==> config.mk <==
export PLATFORM = sky130hd
export DESIGN_NAME = pulse_tx_stretcher
export DESIGN_NICKNAME = d
export VERILOG_FILES = /design/src/rtl/pulse_tx_stretcher.sv
export SDC_FILE = /design/constraint.sdc
export NUM_CORES = 1
export LEC_CHECK = 0
export ABC_AREA = 1
export ABC_CLOCK_PERIOD_IN_PS = 5000
export CORE_AREA = 4 4 71 73
export DETAILED_ROUTE_END_ITERATION = 10
export DIE_AREA = 0 0 75 77
export GPL_TIMING_DRIVEN = 0
export MAX_ROUTING_LAYER = met4
export SETUP_SLACK_MARGIN = 0.15
export SLEW_MARGIN = 40
export SYNTH_ARGS = -nofsm -noshare
export SYNTH_HDL_FRONTEND = slang
export SYNTH_SLANG_ARGS = --single-unit
==> constraint.sdc <==
create_clock -name clk -period 5 [get_ports clk]
set_input_delay 0.75 -clock clk [delete_from_list [all_inputs] [get_ports clk]]
set_output_delay 0.75 -clock clk [all_outputs]
set_load 0.05 [all_outputs]
==> src/rtl/pulse_tx_stretcher.sv <==
`default_nettype none
// +------------------------------------------------------------------------+
// | Module   : pulse_tx_stretcher                                          |
// | Brief    : Queues single-cycle events and replays each as a stretched  |
// |            level pulse, with optional ack handshake, for a slow domain.|
// | Revision : 1.0                                                         |
// +------------------------------------------------------------------------+
module pulse_tx_stretcher #(
    parameter int HOLD_CYCLES = 4,
    parameter int GAP_CYCLES  = 4,
    parameter int CNT_W       = 4,
    parameter bit USE_ACK     = 1'b1
) (
    input  logic             clk,
    input  logic             rst,
    input  logic             pulse_in,
    input  logic             ack_in,
    input  logic             clear_ovf,
    output logic             signal,
    output logic             busy,
    output logic [CNT_W-1:0] pending,
    output logic             overflow
);

    localparam logic [2:0] c_st_idle     = 3'd0;
    localparam logic [2:0] c_st_high     = 3'd1;
    localparam logic [2:0] c_st_wait_ack = 3'd2;
    localparam logic [2:0] c_st_low      = 3'd3;
    localparam logic [2:0] c_st_wait_rel = 3'd4;

    localparam logic [7:0]       c_hold_last = 8'(HOLD_CYCLES - 1);
    localparam logic [7:0]       c_gap_last  = 8'(GAP_CYCLES - 1);
    localparam logic [CNT_W-1:0] c_pend_max  = '1;
    localparam logic [CNT_W-1:0] c_pend_one  = CNT_W'(1);

    logic [2:0]       r_state;
    logic             r_signal;
    logic             r_busy;
    logic [CNT_W-1:0] r_pending;
    logic             r_overflow;
    logic [7:0]       r_hold_cnt;
    logic [7:0]       r_gap_cnt;
    logic             r_ack_s1;
    logic             r_ack_s2;

    logic w_launch;
    logic w_inc;
    logic w_dec;
    logic w_full;
    logic w_drop;

    // A pulse arriving on the launch cycle is served directly and never queued.
    assign w_launch = (r_state == c_st_idle) && ((r_pending != '0) || pulse_in);
    assign w_inc    = pulse_in && !w_launch;
    assign w_dec    = w_launch && !pulse_in;
    assign w_full   = (r_pending == c_pend_max);
    assign w_drop   = w_inc && w_full;

    always_ff @(posedge clk or posedge rst) begin
        if (rst) begin
            r_ack_s1 <= 1'b0;
            r_ack_s2 <= 1'b0;
        end else begin
            r_ack_s1 <= ack_in;
            r_ack_s2 <= r_ack_s1;
        end
    end

    always_ff @(posedge clk or posedge rst) begin
        if (rst) begin
            r_pending  <= '0;
            r_overflow <= 1'b0;
        end else begin
            if (w_dec) begin
                r_pending <= r_pending - c_pend_one;
            end else if (w_inc && !w_full) begin
                r_pending <= r_pending + c_pend_one;
            end
            if (w_drop) begin
                r_overflow <= 1'b1;
            end else if (clear_ovf) begin
                r_overflow <= 1'b0;
            end
        end
    end

    always_ff @(posedge clk or posedge rst) begin
        if (rst) begin
            r_state    <= c_st_idle;
            r_signal   <= 1'b0;
            r_busy     <= 1'b0;
            r_hold_cnt <= 8'd0;
            r_gap_cnt  <= 8'd0;
        end else begin
            case (r_state)
                c_st_idle: begin
                    if (w_launch) begin
                        r_state    <= c_st_high;
                        r_signal   <= 1'b1;
                        r_busy     <= 1'b1;
                        r_hold_cnt <= 8'd0;
                    end
                end
                c_st_high: begin
                    if (r_hold_cnt == c_hold_last) begin
                        r_hold_cnt <= 8'd0;
                        if (USE_ACK) begin
                            r_state <= c_st_wait_ack;
                        end else begin
                            r_state   <= c_st_low;
                            r_signal  <= 1'b0;
                            r_gap_cnt <= 8'd0;
                        end
                    end else begin
                        r_hold_cnt <= r_hold_cnt + 8'd1;
                    end
                end
                c_st_wait_ack: begin
                    if (r_ack_s2) begin
                        r_state   <= c_st_low;
                        r_signal  <= 1'b0;
                        r_gap_cnt <= 8'd0;
                    end
                end
                c_st_low: begin
                    if (r_gap_cnt == c_gap_last) begin
                        r_gap_cnt <= 8'd0;
                        if (USE_ACK) begin
                            r_state <= c_st_wait_rel;
                        end else begin
                            r_state <= c_st_idle;
                            r_busy  <= 1'b0;
                        end
                    end else begin
                        r_gap_cnt <= r_gap_cnt + 8'd1;
                    end
                end
                c_st_wait_rel: begin
                    if (!r_ack_s2) begin
                        r_state <= c_st_idle;
                        r_busy  <= 1'b0;
                    end
                end
                default: begin
                    r_state  <= c_st_idle;
                    r_signal <= 1'b0;
                    r_busy   <= 1'b0;
                end
            endcase
        end
    end

    assign signal   = r_signal;
    assign busy     = r_busy;
    assign pending  = r_pending;
    assign overflow = r_overflow;

endmodule
`default_nettype wire
Word-level counts from Yosys, hierarchy flattened. Cells that the tools add are included.

Multiplexer cells: 21. Reductions and logical operators: 22. $add $sub $neg: 4. Bitwise logic cells: 2. Equality and inequality tests: 12.

Operators with widths (count): $mux W8 (4); $pmux W8 S2 (2); $add A8 B1 Y8 const B (2); $eq A8 B2 Y1 const B (2); $mux W3 (5); $pmux W3 S5 (1); $ne A2 B2 Y1 const B (5); $mux W4 (2); $reduce_bool A2 Y1 (4); $eq A3 B2 Y1 const B (2); $pmux W1 S3 (2); $reduce_and A3 Y1 (2); $reduce_or A3 Y1 (2); $logic_and A1 B1 Y1 (5); $mux W1 (5); $reduce_and A5 Y1 (1); $add A4 B1 Y4 const B (1); $eq A4 B4 Y1 const B (1); $reduce_and A2 Y1 (2); $reduce_bool A4 Y1 (1); $sub A4 B1 Y4 const B (1); $eq A3 B1 Y1 const B (1); $eq A3 B3 Y1 const B (1); $logic_not A1 Y1 (3); other kinds (3) (4).

Logic and storage cells: 70. Input bits: 5. Register bits after elaboration: 28.

Longest topological paths before layout.
Depth after elaboration: 8. Mapped depth: 14.

Worst setup path before layout. OpenSTA, ideal clock, no wires.

Path kind: register to register. Start point: register r_pending[1] (netlist: pending[1]). End point: register r_pending[3] (netlist: pending[3]). Setup time: 120 ps. Data required time: 4880 ps. Path slack: 3040 ps. Buffers on the path: 0. Period minus slack after synthesis: 1960 ps. Cell stages (with the launch flop): 14. Arrival time: 1841 ps. Cells stage by stage: dfrtp_1 nor2_1 nand2_1 nand3_2 inv_1 ha_1 nand2_1 nand2_1 a21oi_1 inv_1 nand2_1 nand2_1 nand2_1 nand2_1.

Longest elaborated chain between the ends: 7. Elaborated cells between the ends (all ways): 14. Those cells by class: 2 x add/sub; 1 x eq/ne; 2 x mux; 9 x reduce/logical.

Ends and longest elaborated chain: from (decl) (line 39) `logic [CNT_W-1:0] r_pending;`; from (signal assigned) (line 75) `r_pending <= r_pending - c_pend_one;`; from (signal assigned) (line 77) `r_pending <= r_pending + c_pend_one;`; branches (longest 7 deep; another with $add A4 B1 Y4).

Several ways; the timed one is not identified. The select of a mux whose other input is x is not followed. A chain may end at the register's enable or synchronous reset.

Worst setup path after layout.
Start point: register r_pending[0] (netlist: pending[0]). End point: output port pending[0].

RTL lines: to (decl) (line 21) `output logic [CNT_W-1:0] pending,`.

No word-level cell between the ends.

==> metrics <==
chip width 75 um; Main synth FF type dfrtp_1; number of max-cap violations 0; Final #Nets 226; Synth Area per Inst 7.88 um2; Port Buffers 11; via count 1247; Clk pwr share 13.0%; Setup Skew 0.00558 ns; hold_buf cts 0; synthesis-stage register bit count 28; startpoint types flop; drt first pass iters 4; highest-delay cell along the critical path clkdlybuf4s50_1; Max Slew Vio Count 0; Antenna Cells 0; Comb pwr share 52.4%; antenna viol nets, final 0; Final Hold Viols 0; initial antenna violation count 0; wire per inst 10.8 um; total track usage 11.8%; Req. time, crit path 4.25 ns; vias per std cell 4.67; CP Data Arrival Time 1.58 ns; Slew HR 62.4%; residual DRC count 0; Initial Util 36.2%; post-place setup slack 2.52 ns; Synth Cell Area 0.00158 mm2; gpl congestion 0.748; H-tree depth 1; P&R area growth vs syn 14.6%; RSZ-0062 raised after global routing false; leading cell types in the layout, fill and taps excluded nand2_1 (50), dfrtp_1 (28), inv_1 (25); post-synth top area cell dfrtp_1; Reg2Reg Depth 14; total die area 0.00578 mm2; Period minus WS final 2.33 ns; Seq pwr share 34.6%; Fillers 433; critical path, cell by cell clkdlybuf4s50_1; CP Class flop to primary output; Setup crit end kind primary output; layout cells sized above 1 8.84%; Syn Inst Count 200; clock latency at the later pin of the worst-skew pair 0.27 ns; RR Startpoint r_state[1]$_DFFE_PP0P_; grt ovf 0; Core Footprint 0.00435 mm2; first-pass GRT wire length 5260 um; Sequential cell area 701 um2; TritonCTS clock tree done; Initial DRC Count 68; largest net degree at the start of global routing 29; post-synth net total 210; Synth top area share 44.5%; Longest Clk Path Bufs 2; max incr delay on CP 0.85 ns; sinks on the clock net 28; FF-to-FF setup slack 3.11 ns; Cell Count, Final, Fillers Out 267; post-synthesis cell type count 23; Worst-Margin Slew 0.563 ns; Hold WS 0.356 ns; Post-synth EDFFs 0; synth top area cells dfrtp_1 (44%), nand2_1 (12%), inv_1 (6.2%), nand3_1 (5.4%), nor2_1 (5.2%); end point of the critical path pending[0]; CTS Buf Count 3; crit-path leading delay family buffers and inverters; Clock Pin Slew Worst Setup and Hold Paths 0.09 ns; switching share of power 47.2%; Seq/Total Area, Yosys 44.5%; Psw 498 uW; leading cell type in the layout, fill and taps excluded nand2_1; reg-to-reg critical path endpoint pending[3]$_DFFE_PP0P_; Lkg Pwr 0.888 nW; count of final setup violators 0; Critical Path Source pending[0]$_DFFE_PP0P_; number of global-route vias before repair 1215; Multi-input gate area 766 um2; Final WS setup 2.67 ns; DRT Wirelength 2870 um; cell count along the critical path 1; Post-Place Cells 263; Rows 24; Post-CTS Resized 0; Tightest Hold Check Type flop to flop; VDD IR max 0.000330 V; highest clock rate 429 MHz; Ports 12; PD cells 584 mW/mm2; Setup TNS 0 ns; post-CTS setup buffer count 0; clk root buf clkbuf_8; CP max FO 6; status complete, no violations; detailed placement HPWL 2140 um; period utilization 46.6%; worst path bufs/invs 1; Yosys warning total 0; P_int 557 uW; async set or reset register ratio after synthesis 100%; Die Height 77 um
==> kinds of logic after synthesis <==
group                      Yosys count  synth area share [%]
and+or+nand+nor                    105                  31.0
xor gates and xnor gates             8                  4.45
adders and majority gates            5                  4.45
DFF                                 28                  44.5
buffers and inverters               29                  6.91
AOI/OAI and AO/OA                   25                  8.74
==> cells in the mapped netlist, types with 2 or more instances <==
cell / n
o21ai_0: 10
xor2_1: 6
xnor2_1: 2
nand2_1: 50
dfrtp_1: 28
nor2_1: 22
inv_1: 26
nand3_1: 17
o22ai_1: 7
nand2_2: 2
nor2_4: 4
a21oi_1: 7
ha_1: 4
nand4_1: 4
inv_2: 3
==> metal layers <==
metal | vias up | global-route usage (%) | part of all wire, %
li1 | 673 | - | -
met1 | 558 | 16.6 | 51
met2 | 14 | 16.3 | 45
met3 | 2 | 3.01 | 2.9
met4 | 0 | 3.91 | 1.1
met5 | - | - | 0
==> state kept, by name, summed over array words and instances (netlist names) <==
register / count
r_gap_cnt: 8
overflow: 1
signal: 1
r_ack_s2: 1
r_ack_s1: 1
busy: 1
r_state: 3
r_hold_cnt: 8
pending: 4
==> worst min-delay path by stage <==
stage / from / to / slack [ns] / cells after the start
after floorplan: r_ack_s1$_DFF_PP0_ / r_ack_s2$_DFF_PP0_ / 0.33 / 0
after global placement: r_ack_s1$_DFF_PP0_ / r_ack_s2$_DFF_PP0_ / 0.33 / 0
after detailed placement: r_ack_s1$_DFF_PP0_ / r_ack_s2$_DFF_PP0_ / 0.34 / 0
after CTS: r_ack_s1$_DFF_PP0_ / r_ack_s2$_DFF_PP0_ / 0.36 / 0
after global routing: r_ack_s1$_DFF_PP0_ / r_ack_s2$_DFF_PP0_ / 0.37 / 0
final: r_ack_s1$_DFF_PP0_ / r_ack_s2$_DFF_PP0_ / 0.36 / 0
==> metrics by stage <==
| step | utilization [%] | total power [mW] | instance area [um2] |
|---|---|---|---|
| 6_report | 41.5 | 1.05 | 1810 |
| 4_1_cts | 41.5 | 1.07 | 1810 |
| 3_3_place_gp | 40.2 | 0.921 | 1750 |
| 3_5_place_dp | 40.2 | 0.927 | 1750 |
| 5_1_grt | 41.5 | 1.16 | 1810 |
| 2_1_floorplan | - | 0.786 | 1580 |
==> power by group through the flow <==
stage | combinational [mW] | clock [mW] | sequential, mW
final | 0.553 | 0.137 | 0.365
after global routing | 0.629 | 0.155 | 0.377
after CTS | 0.559 | 0.145 | 0.366
after detailed placement | 0.556 | 0 | 0.370
after global placement | 0.551 | 0 | 0.370
after floorplan | 0.339 | 0 | 0.447
==> cell type report <==
type	instances	share of cell area [%]
multi-input cells	143	42.4
flip-flops and latches	28	38.8
repair buffers	11	6.10
inverters	29	6.03
well taps	52	3.60
clock buffers	4	3.05
Note: power is estimated with default switching activity, not from simulation.
